===== src/rtl/biriscv_pipe_ctrl_nstage_pkg.sv =====
// Shared types for the N-stage execute pipeline controller.
// Holds the FSM encoding, the per-stage bundle and small helpers.
package biriscv_pipe_ctrl_nstage_pkg;

    localparam int PIPE_XLEN  = 32;
    localparam int PIPE_EXC_W = 6;

    localparam logic [PIPE_EXC_W-1:0] EXC_NONE = '0;

    typedef enum logic [1:0] {
        ST_RUN   = 2'd0,
        ST_FLUSH = 2'd1,
        ST_GAP   = 2'd2
    } state_t;

    typedef struct packed {
        logic                  valid;
        logic                  lsu;
        logic                  rd_valid;
        logic [4:0]            rd;
        logic [PIPE_XLEN-1:0]  pc;
        logic [PIPE_EXC_W-1:0] exc;
        logic [PIPE_XLEN-1:0]  result;
    } stage_t;

    function automatic logic [3:0] sat_inc4(input logic [3:0] v);
        return (v == 4'hF) ? v : v + 4'd1;
    endfunction

endpackage


===== src/rtl/biriscv_pipe_ctrl_nstage_stage_reg.sv =====
// One execute-stage register of the pipeline controller.
// A flush clears the stage even while the pipe is frozen.
module biriscv_pipe_stage_reg
    import biriscv_pipe_ctrl_nstage_pkg::*;
(
    input  logic   clk,
    input  logic   rst_n,
    input  logic   hold,
    input  logic   invalidate,
    input  stage_t load,
    output stage_t q
);

    // Invalidate wins over hold; otherwise load unless frozen.
    always_ff @(posedge clk or negedge rst_n) begin
        if (!rst_n) begin
            q <= '0;
        end else if (invalidate) begin
            q <= '0;
        end else if (!hold) begin
            q <= load;
        end
    end

endmodule


===== src/rtl/biriscv_pipe_ctrl_nstage.sv =====
// In-order N-stage execute controller with commit register.
// Adds timing-error replay with a guard gap and a fatal limit.
module biriscv_pipe_ctrl_nstage
    import biriscv_pipe_ctrl_nstage_pkg::*;
#(
    parameter int NUM_STAGES = 2,
    parameter int XLEN       = PIPE_XLEN,
    parameter int EXC_W      = PIPE_EXC_W,
    parameter int REPLAY_GAP = 2,
    parameter int MAX_REPLAY = 3
) (
    input  logic                    clk_i,
    input  logic                    rst_ni,
    input  logic                    issue_valid_i,
    input  logic                    issue_lsu_i,
    input  logic                    issue_rd_valid_i,
    input  logic [4:0]              issue_rd_i,
    input  logic [XLEN-1:0]         issue_pc_i,
    input  logic [EXC_W-1:0]        issue_exception_i,
    input  logic [XLEN-1:0]         result_e1_i,
    input  logic                    late_valid_i,
    input  logic [XLEN-1:0]         late_result_i,
    input  logic                    mem_complete_i,
    input  logic                    timing_error_i,
    input  logic                    squash_i,
    output logic                    issue_accept_o,
    output logic                    stall_o,
    output logic [NUM_STAGES-1:0]   stage_valid_o,
    output logic [5*NUM_STAGES-1:0] stage_rd_o,
    output logic                    valid_wb_o,
    output logic [4:0]              rd_wb_o,
    output logic [XLEN-1:0]         result_wb_o,
    output logic [XLEN-1:0]         pc_wb_o,
    output logic [EXC_W-1:0]        exception_wb_o,
    output logic                    replay_valid_o,
    output logic [XLEN-1:0]         replay_pc_o,
    output logic                    replay_fatal_o
);

    localparam int         LAST     = NUM_STAGES - 1;
    localparam logic [3:0] GAP_LOAD = 4'(REPLAY_GAP);
    localparam logic [3:0] MAX_CNT  = 4'(MAX_REPLAY);

    stage_t          st_q [NUM_STAGES];
    stage_t          st_d [NUM_STAGES];
    stage_t          last;
    state_t          state_q, state_d;
    logic [3:0]      gap_q, gap_d;
    logic [3:0]      cnt_q, cnt_d;
    logic            fatal_q, fatal_d;
    logic [XLEN-1:0] rpc_q, rpc_d;
    logic            stall;
    logic            take_replay;
    logic            take_exc;
    logic            commit;
    logic            kill;
    logic            accept;

    logic             wb_valid;
    logic [4:0]       wb_rd;
    logic [XLEN-1:0]  wb_result;
    logic [XLEN-1:0]  wb_pc;
    logic [EXC_W-1:0] wb_exc;

    assign last  = st_q[LAST];
    assign stall = last.valid & last.lsu & ~mem_complete_i;

    assign take_replay = (state_q == ST_RUN) & last.valid
                       & ~stall & timing_error_i;
    assign take_exc    = last.valid & ~stall & ~take_replay
                       & (last.exc != EXC_NONE);
    assign commit      = last.valid & ~stall & ~take_replay;
    assign kill        = take_replay | take_exc | squash_i;

    assign accept = issue_valid_i & (state_q == ST_RUN)
                  & ~stall & ~squash_i;

    // Next stage contents: new issue into stage 1, shift the rest.
    always_comb begin
        st_d[0] = '0;
        if (accept) begin
            st_d[0].valid    = 1'b1;
            st_d[0].lsu      = issue_lsu_i;
            st_d[0].rd_valid = issue_rd_valid_i;
            st_d[0].rd       = issue_rd_i;
            st_d[0].pc       = issue_pc_i;
            st_d[0].exc      = issue_exception_i;
        end
        for (int k = 1; k < NUM_STAGES; k++) begin
            st_d[k] = st_q[k-1];
        end
        st_d[1].result = result_e1_i;
    end

    for (genvar g = 0; g < NUM_STAGES; g++) begin : g_stage
        biriscv_pipe_stage_reg u_reg (
            .clk        (clk_i),
            .rst_n      (rst_ni),
            .hold       (stall),
            .invalidate (kill),
            .load       (st_d[g]),
            .q          (st_q[g])
        );
    end

    // Commit register; frozen with the stages during an LSU stall.
    always_ff @(posedge clk_i or negedge rst_ni) begin
        if (!rst_ni) begin
            wb_valid  <= 1'b0;
            wb_rd     <= '0;
            wb_result <= '0;
            wb_pc     <= '0;
            wb_exc    <= '0;
        end else if (!stall) begin
            if (commit) begin
                wb_valid  <= 1'b1;
                wb_pc     <= last.pc;
                wb_exc    <= last.exc;
                wb_result <= late_valid_i ? late_result_i
                                          : last.result;
                wb_rd     <= (last.rd_valid && last.exc == EXC_NONE)
                           ? last.rd : 5'd0;
            end else begin
                wb_valid  <= 1'b0;
                wb_rd     <= '0;
                wb_result <= '0;
                wb_pc     <= '0;
                wb_exc    <= '0;
            end
        end
    end

    // Replay FSM state, gap timer, counter and sticky fatal flag.
    always_ff @(posedge clk_i or negedge rst_ni) begin
        if (!rst_ni) begin
            state_q <= ST_RUN;
            gap_q   <= '0;
            cnt_q   <= '0;
            fatal_q <= 1'b0;
            rpc_q   <= '0;
        end else begin
            state_q <= state_d;
            gap_q   <= gap_d;
            cnt_q   <= cnt_d;
            fatal_q <= fatal_d;
            rpc_q   <= rpc_d;
        end
    end

    // Replay sequencing: RUN -> FLUSH (one cycle) -> GAP -> RUN.
    always_comb begin
        state_d = state_q;
        gap_d   = gap_q;
        cnt_d   = cnt_q;
        fatal_d = fatal_q;
        rpc_d   = rpc_q;
        unique case (state_q)
            ST_RUN: begin
                if (take_replay) begin
                    state_d = ST_FLUSH;
                    rpc_d   = last.pc;
                end else if (commit) begin
                    cnt_d = '0;
                end
            end
            ST_FLUSH: begin
                state_d = ST_GAP;
                gap_d   = GAP_LOAD;
                cnt_d   = sat_inc4(cnt_q);
                if (cnt_d >= MAX_CNT) begin
                    fatal_d = 1'b1;
                end
            end
            ST_GAP: begin
                gap_d = gap_q - 4'd1;
                if (gap_q <= 4'd1) begin
                    state_d = ST_RUN;
                end
            end
            default: state_d = ST_RUN;
        endcase
    end

    // Per-stage valid and forwarding destination.
    always_comb begin
        stage_valid_o = '0;
        stage_rd_o    = '0;
        for (int k = 0; k < NUM_STAGES; k++) begin
            stage_valid_o[k] = st_q[k].valid;
            if (st_q[k].valid && st_q[k].rd_valid) begin
                stage_rd_o[k*5 +: 5] = st_q[k].rd;
            end
        end
    end

    assign issue_accept_o = accept;
    assign stall_o        = stall;
    assign valid_wb_o     = wb_valid;
    assign rd_wb_o        = wb_rd;
    assign result_wb_o    = wb_result;
    assign pc_wb_o        = wb_pc;
    assign exception_wb_o = wb_exc;
    assign replay_valid_o = (state_q == ST_FLUSH);
    assign replay_pc_o    = replay_valid_o ? rpc_q : '0;
    assign replay_fatal_o = fatal_q;

endmodule


===== config.mk =====
export PLATFORM = sky130hd
export DESIGN_NAME = biriscv_pipe_ctrl_nstage
export DESIGN_NICKNAME = d
export VERILOG_FILES = /design/src/rtl/biriscv_pipe_ctrl_nstage_pkg.sv /design/src/rtl/biriscv_pipe_ctrl_nstage_stage_reg.sv /design/src/rtl/biriscv_pipe_ctrl_nstage.sv
export SDC_FILE = /design/constraint.sdc
export NUM_CORES = 1
export LEC_CHECK = 0
export CAP_MARGIN = 15
export CORE_MARGIN = 4
export CORE_UTILIZATION = 46
export CTS_BUF_LIST = sky130_fd_sc_hd__clkbuf_4
export CTS_CLUSTER_DIAMETER = 40
export CTS_CLUSTER_SIZE = 24
export DETAILED_ROUTE_END_ITERATION = 8
export PLACE_DENSITY = 0.82
export SYNTH_ARGS = -nofsm -noshare
export SYNTH_HDL_FRONTEND = slang
export SYNTH_SLANG_ARGS = --single-unit

===== constraint.sdc =====
create_clock -name clk_i -period 1.9 [get_ports clk_i]
set_input_delay 0.285 -clock clk_i [delete_from_list [all_inputs] [get_ports clk_i]]
set_output_delay 0.285 -clock clk_i [all_outputs]
set_load 0.05 [all_outputs]

Yosys cells after proc, flatten, opt, wreduce, memory -nomap -nowiden

Cells that the tools add are included.

Bits in registers: 243
Input port bits: 116
Output and inout port bits: 124
Logic and storage cells: 87

Add/subtract/negate cells: 2
Order comparisons: 2
Eq/ne operators: 8
Muxes and demuxes: 23
Bitwise logic cells: 17
Reductions and logical operators: 12

Operators with widths:

| kind                                                                   | number |
|---|---|
| 78-bit 2-to-1 mux                                                      | 4 |
| 32-bit 2-to-1 mux                                                      | 4 |
| 46-bit 2-to-1 mux                                                      | 1 |
| 5-bit 2-to-1 mux                                                       | 4 |
| 4-bit one-hot mux with 2 select lines                                  | 2 |
| 4-bit 2-to-1 mux                                                       | 3 |
| 1-bit bitwise AND                                                      | 11 |
| 2-bit != test (second input constant)                                  | 5 |
| 6-bit zero test                                                        | 1 |
| 6-bit 2-to-1 mux                                                       | 1 |
| 2-bit one-hot mux with 3 select lines                                  | 1 |
| 2-bit AND reduction                                                    | 3 |
| 6-bit nonzero test                                                     | 1 |
| 4-bit by 1-bit adder with 4-bit output (second input constant)         | 1 |
| 4-bit == test (second input constant)                                  | 1 |
| 4-bit by 2-bit >= comparator with 1-bit output (second input constant) | 1 |
| 4-bit by 1-bit <= comparator with 1-bit output (second input constant) | 1 |
| 2-bit 2-to-1 mux                                                       | 2 |
| 1-bit inverter                                                         | 4 |
| 2-bit nonzero test                                                     | 2 |
| 4-bit by 1-bit subtractor with 4-bit output (second input constant)    | 1 |
| 1-bit logical AND                                                      | 3 |
| 3-bit AND reduction                                                    | 1 |
| 2-bit by 1-bit == test with 1-bit output (second input constant)       | 1 |
| 4 further kinds                                                        | 5 |

Depth between registers and ports, before layout

Word-level depth: 11
Depth in mapped cells: 9
Gate-level depth less buffers: 6

Cells and area by module

Synthesis repeated with hierarchy kept, for this count alone.

Cells, all modules: 991
Area, all modules: 11,843.9 µm²

Modules (own cells, without submodules):

| module                   | instances | cells each | area each (µm²) | seq. area each (µm²) |
|---|---|---|---|---|
| biriscv_pipe_stage_reg   | 2         | 252        | 3,160.5         | 1,951.9 |
| biriscv_pipe_ctrl_nstage | 1         | 487        | 5,522.8         | 2,977.9 |

Worst setup path after synthesis

No wires, ideal clock.

Path kind: register -> output
From: register g_stage[1].u_reg.q[77] (netlist bit)
To: output port issue_accept_o
Arrival time: 2.380 ns
Data required time: 1.615 ns
Slack: -0.765 ns
Stages on the path, launching flop included: 8
Path buffers: 4
Path through: dfrtp_1 > buf_2 > nand2_4 > inv_1 > buf_2 > buf_2 > buf_2 > nor3_1

Longest elaborated chain between the ends: 5

RTL lines:

| element                        | RTL line                                 | source |
|---|---|---|
| start, declared                | biriscv_pipe_ctrl_nstage_stage_reg.sv:11 | `output stage_t q` |
| start signal, assigned         | biriscv_pipe_ctrl_nstage_stage_reg.sv:21 | `q <= load;` |
| 1-bit bitwise AND (2 in a row) | biriscv_pipe_ctrl_nstage.sv:66           | `assign stall = last.valid & last.lsu & ~mem_complete_i;` |
| named net stall_o              | biriscv_pipe_ctrl_nstage.sv:27           | `output logic stall_o,` |
| 1-bit inverter                 | biriscv_pipe_ctrl_nstage.sv:76           | `& ~stall & ~squash_i;` |
| 1-bit bitwise AND (2 in a row) | biriscv_pipe_ctrl_nstage.sv:76           |  |
| end, declared                  | biriscv_pipe_ctrl_nstage.sv:26           | `output logic issue_accept_o,` |

The timed path passes the listed nets, and every way through them passes these cells.

Worst setup path in the final report

From: register state_q[1]
To: output port replay_pc_o[21]

Longest elaborated chain between the ends: 2

RTL lines:

| element                                  | RTL line                        | source |
|---|---|---|
| start, declared                          | biriscv_pipe_ctrl_nstage.sv:47  | `state_t state_q, state_d;` |
| start signal, assigned                   | biriscv_pipe_ctrl_nstage.sv:142 | `state_q <= state_d;` |
| 2-bit by 1-bit == test with 1-bit output | biriscv_pipe_ctrl_nstage.sv:203 | `assign replay_valid_o = (state_q == ST_FLUSH);` |
| 32-bit 2-to-1 mux                        | biriscv_pipe_ctrl_nstage.sv:204 | `assign replay_pc_o = replay_valid_o ? rpc_q : '0;` |
| end, declared                            | biriscv_pipe_ctrl_nstage.sv:36  | `output logic [XLEN-1:0] replay_pc_o,` |

No other way between the ends.

==> results.sh <==
export IMPL_drv_cap=0
export IMPL_final_area_sq_um=14200
export IMPL_cp_endpoint="replay_pc_o[21]"
export IMPL_cts_root_buf="clkbuf_4"
export IMPL_ys_flop_type="dfrtp_1"
export IMPL_synth_cell_type_count=43
export IMPL_worstReg2RegStart="state_q[1]"
export IMPL_r2r_slack_ns=-0.06
export IMPL_antenna_found_initial=4
export IMPL_grt_pass1_wl_um=44500
export IMPL_io_buffers=239
export IMPL_area_growth_pct=41.6
export IMPL_drt_total_wl_um=28500
export IMPL_finalHoldViolations=0
export IMPL_rsz0062_at_grt="yes"
export IMPL_place_area_sq_um=13400
export IMPL_ys_ff_latch=243
export IMPL_met2_length_um=13900
export IMPL_holdWs_ns=0.158
export IMPL_yosysWarnings=0
export IMPL_drc=0
export IMPL_critPathLaunch="state_q[1]"
export IMPL_ys_async_sr_fraction=1.00
export IMPL_ant_nets=0
export IMPL_power_share_switching=0.312
export IMPL_internal_power_mw=8.44
export IMPL_cts_htree_levels=2
export IMPL_fp_dieW_um=155
export IMPL_final_cell_mix="241 x dfrtp_1, 192 x nand2_1, 113 x clkdlybuf4s50_1"
export IMPL_nets=1275
export IMPL_synth_fp_nets=1002
export IMPL_ff2ff_path_depth=10
export IMPL_fmax_mhz=453
export IMPL_tightest_slew_ns=0.555
export IMPL_fp_dieH_um=155
export IMPL_r2r_end="g_stage[0].u_reg.q[56]"
export IMPL_synth_cells=879
export IMPL_rows=53
export IMPL_setup_tns_ns=-10.77
export IMPL_core_area_sq_um=21200
export IMPL_post_route_util=0.667
export IMPL_period_minus_slack_ns=2.21
export IMPL_failed_checks="setup timing"
export IMPL_worst_slack_ns=-0.305
export IMPL_fin_skew_ns=0.0522
export IMPL_first_pass_iters=5
export IMPL_grt_overflow_total=0
export IMPL_wl_met1_um=11600
export IMPL_stdcell_count=1451
export IMPL_p_leak_nw=6.85
export IMPL_ir_worst_vdd_v=0.000512
export IMPL_path_clk_slew_ns=0.14
export IMPL_arrival_ns=1.92
export IMPL_routed_top_layer="met5"
export IMPL_dieArea_sq_um=24100
export IMPL_cts_sinks=243
export IMPL_crit_fanout=11
export IMPL_seq_area_frac_synth=0.609
export IMPL_combPwrFrac=0.241
export IMPL_cp_start_kind="flip-flop"
export IMPL_cts_tree="built"
export IMPL_syn_area_per_cell_sq_um=11.4
export IMPL_layout_commonest_cell="dfrtp_1"
export IMPL_insertion_delay_ns=0.65
export IMPL_io_pins=240
export IMPL_drive_above_1_share=0.254
export IMPL_synth_edf_count=0
export IMPL_syn_area_sq_um=9990
export IMPL_numCtsBuffers=34
export IMPL_fillers=1552
export IMPL_num_vias=7901
export IMPL_post_route_period_util=1.16
export IMPL_end_kind="output port"
export IMPL_slew_headroom=0.630
export IMPL_slew_viol_final=0
export IMPL_power_frac_seq=0.470
export IMPL_grt_max_degree=66
export IMPL_netSwitchingPower_mw=3.83
export IMPL_dp_cells=1372
export IMPL_max_clock_path_buffers=3
export IMPL_start_util=0.471
export IMPL_dp_hpwl_um=18900
export IMPL_drt_wirelength_per_cell_um=19.7
export IMPL_p_per_area_nw_per_um2=867
export IMPL_finalSetupViolCount=74
export IMPL_worstHoldPathType="input port to asynchronous set/reset pin"
export IMPL_status="finished with violations"
export IMPL_track_usage=0.230
export IMPL_critPathRequiredTime_ns=1.62
export IMPL_crit_type="flip-flop to output port"
export IMPL_drt_iter0_markers=494
export IMPL_viasPerCell=5.45
export IMPL_power_frac_clock=0.289
export IMPL_grt_pass1_vias=8177
export IMPL_gp_congestion=0.808
export IMPL_met3_length_um=2310
[power by group through the flow]
stage | Sequential (mW) | Combinational [mW] | Clock [mW]
after floorplan | 5.92 | 1.18 | 0
after global placement | 5.84 | 2.30 | 0
after detailed placement | 5.85 | 2.38 | 0
after CTS | 5.76 | 2.80 | 3.64
after global routing | 5.81 | 3.16 | 3.88
final | 5.77 | 2.95 | 3.55
[cell type report]
class,instances,area [sq um],share of cell area
inverters,11,48.8,0.00345
diodes,1,2.50,0.000177
well taps,275,344,0.0243
repair buffers,302,3470,0.245
multi-input cells,560,3690,0.261
clock buffers,36,270,0.0191
clock inverters,23,244,0.0172
flip-flops and latches,243,6080,0.430
[state kept, by name (all words and copies together), names as in the netlist, 2 cells and up]
| signal | cells |
|---|---|
| gap_q | 4 |
| pc_wb_o | 32 |
| g_stage.u_reg.q | 124 |
| state_q | 2 |
| exception_wb_o | 6 |
| result_wb_o | 32 |
| rpc_q | 32 |
| rd_wb_o | 5 |
| cnt_q | 4 |
[critical path: stages, from the launching register on]
cell and delay [ns]:
dfrtp_1 0.42, inv_2 0.07, buf_6 0.10, ha_4 0.21, buf_12 0.17, and2_4 0.17
buf_12 0.13
[routing by layer]
| layer | track usage | vias to the layer above |
|---|---|---|
| met5 | 0 | - |
| met1 | 0.302 | 3909 |
| met3 | 0.0612 | 56 |
| li1 | - | 3602 |
| met4 | 0.0638 | 6 |
| met2 | 0.380 | 328 |
[cells in the mapped netlist (2+ instances only)]
cell type	n	area share
buf_4	2	0.0015
a22o_1	50	0.044
buf_1	4	0.0015
nand2b_1	3	0.0019
mux2i_1	33	0.033
a22o_2	34	0.034
inv_1	11	0.0041
nand2_1	193	0.073
and4b_1	2	0.0020
nor2_1	7	0.0026
and3_1	13	0.0081
nor4_4	2	0.0043
a21oi_1	78	0.039
a211o_1	2	0.0018
o22ai_1	2	0.0013
buf_6	7	0.0079
buf_2	17	0.0085
mux2_2	24	0.027
mux2_1	10	0.011
clkbuf_1	34	0.013
a32o_1	5	0.0050
o21ai_0	40	0.020
dfrtp_1	243	0.61
ha_1	7	0.0088
nor3_1	4	0.0020
and2_1	32	0.020
nand3_1	4	0.0020
[timing repair]
| item | CTS | global route |
|---|---|---|
| cloned | 2 | 2 |
| resized for setup | 121 | 57 |
| buffers inserted | 11 | 3 |
| pin swaps | 3 | 1 |
| endpoints found under the hold margin | 157 | 0 |
| endpoints found under the setup margin | 145 | 137 |
| hold buffers | 1 | 0 |
[worst min-delay path by stage]
| stage | startpoint | end | slack, ns | depth (start not counted) |
|---|---|---|---|---|
| after global routing | result_e1_i[22] | g_stage[1].u_reg.q[22] | 0.12 | 3 |
| after floorplan | rst_ni | cnt_q[0] | -0.01 | 0 |
| after CTS | result_e1_i[22] | g_stage[1].u_reg.q[22] | 0.12 | 3 |
| after detailed placement | rst_ni | result_wb_o[0] | 0.28 | 1 |
| final | rst_ni | g_stage[1].u_reg.q[0] | 0.16 | 2 |
| after global placement | rst_ni | result_wb_o[0] | 0.27 | 1 |
[cells by family after synthesis]
kind of cell / Yosys count / synth area share
adders and majority gates: 7 / 0.00876
buffers and inverters: 76 / 0.0376
DFF: 243 / 0.609
and+or+nand+nor: 267 / 0.121
muxes: 67 / 0.0714
AOI/OAI and AO/OA: 219 / 0.152
[per-stage QoR]
stage / setup slack [ns] / power (mW)
floorplan: -0.0479 / 7.10
global placement: -0.138 / 8.13
detailed placement: -0.154 / 8.23
CTS: -0.332 / 12.2
global route: -0.377 / 12.9
finish: -0.305 / 12.3
No activity file was read; power rests on OpenSTA's default activity.
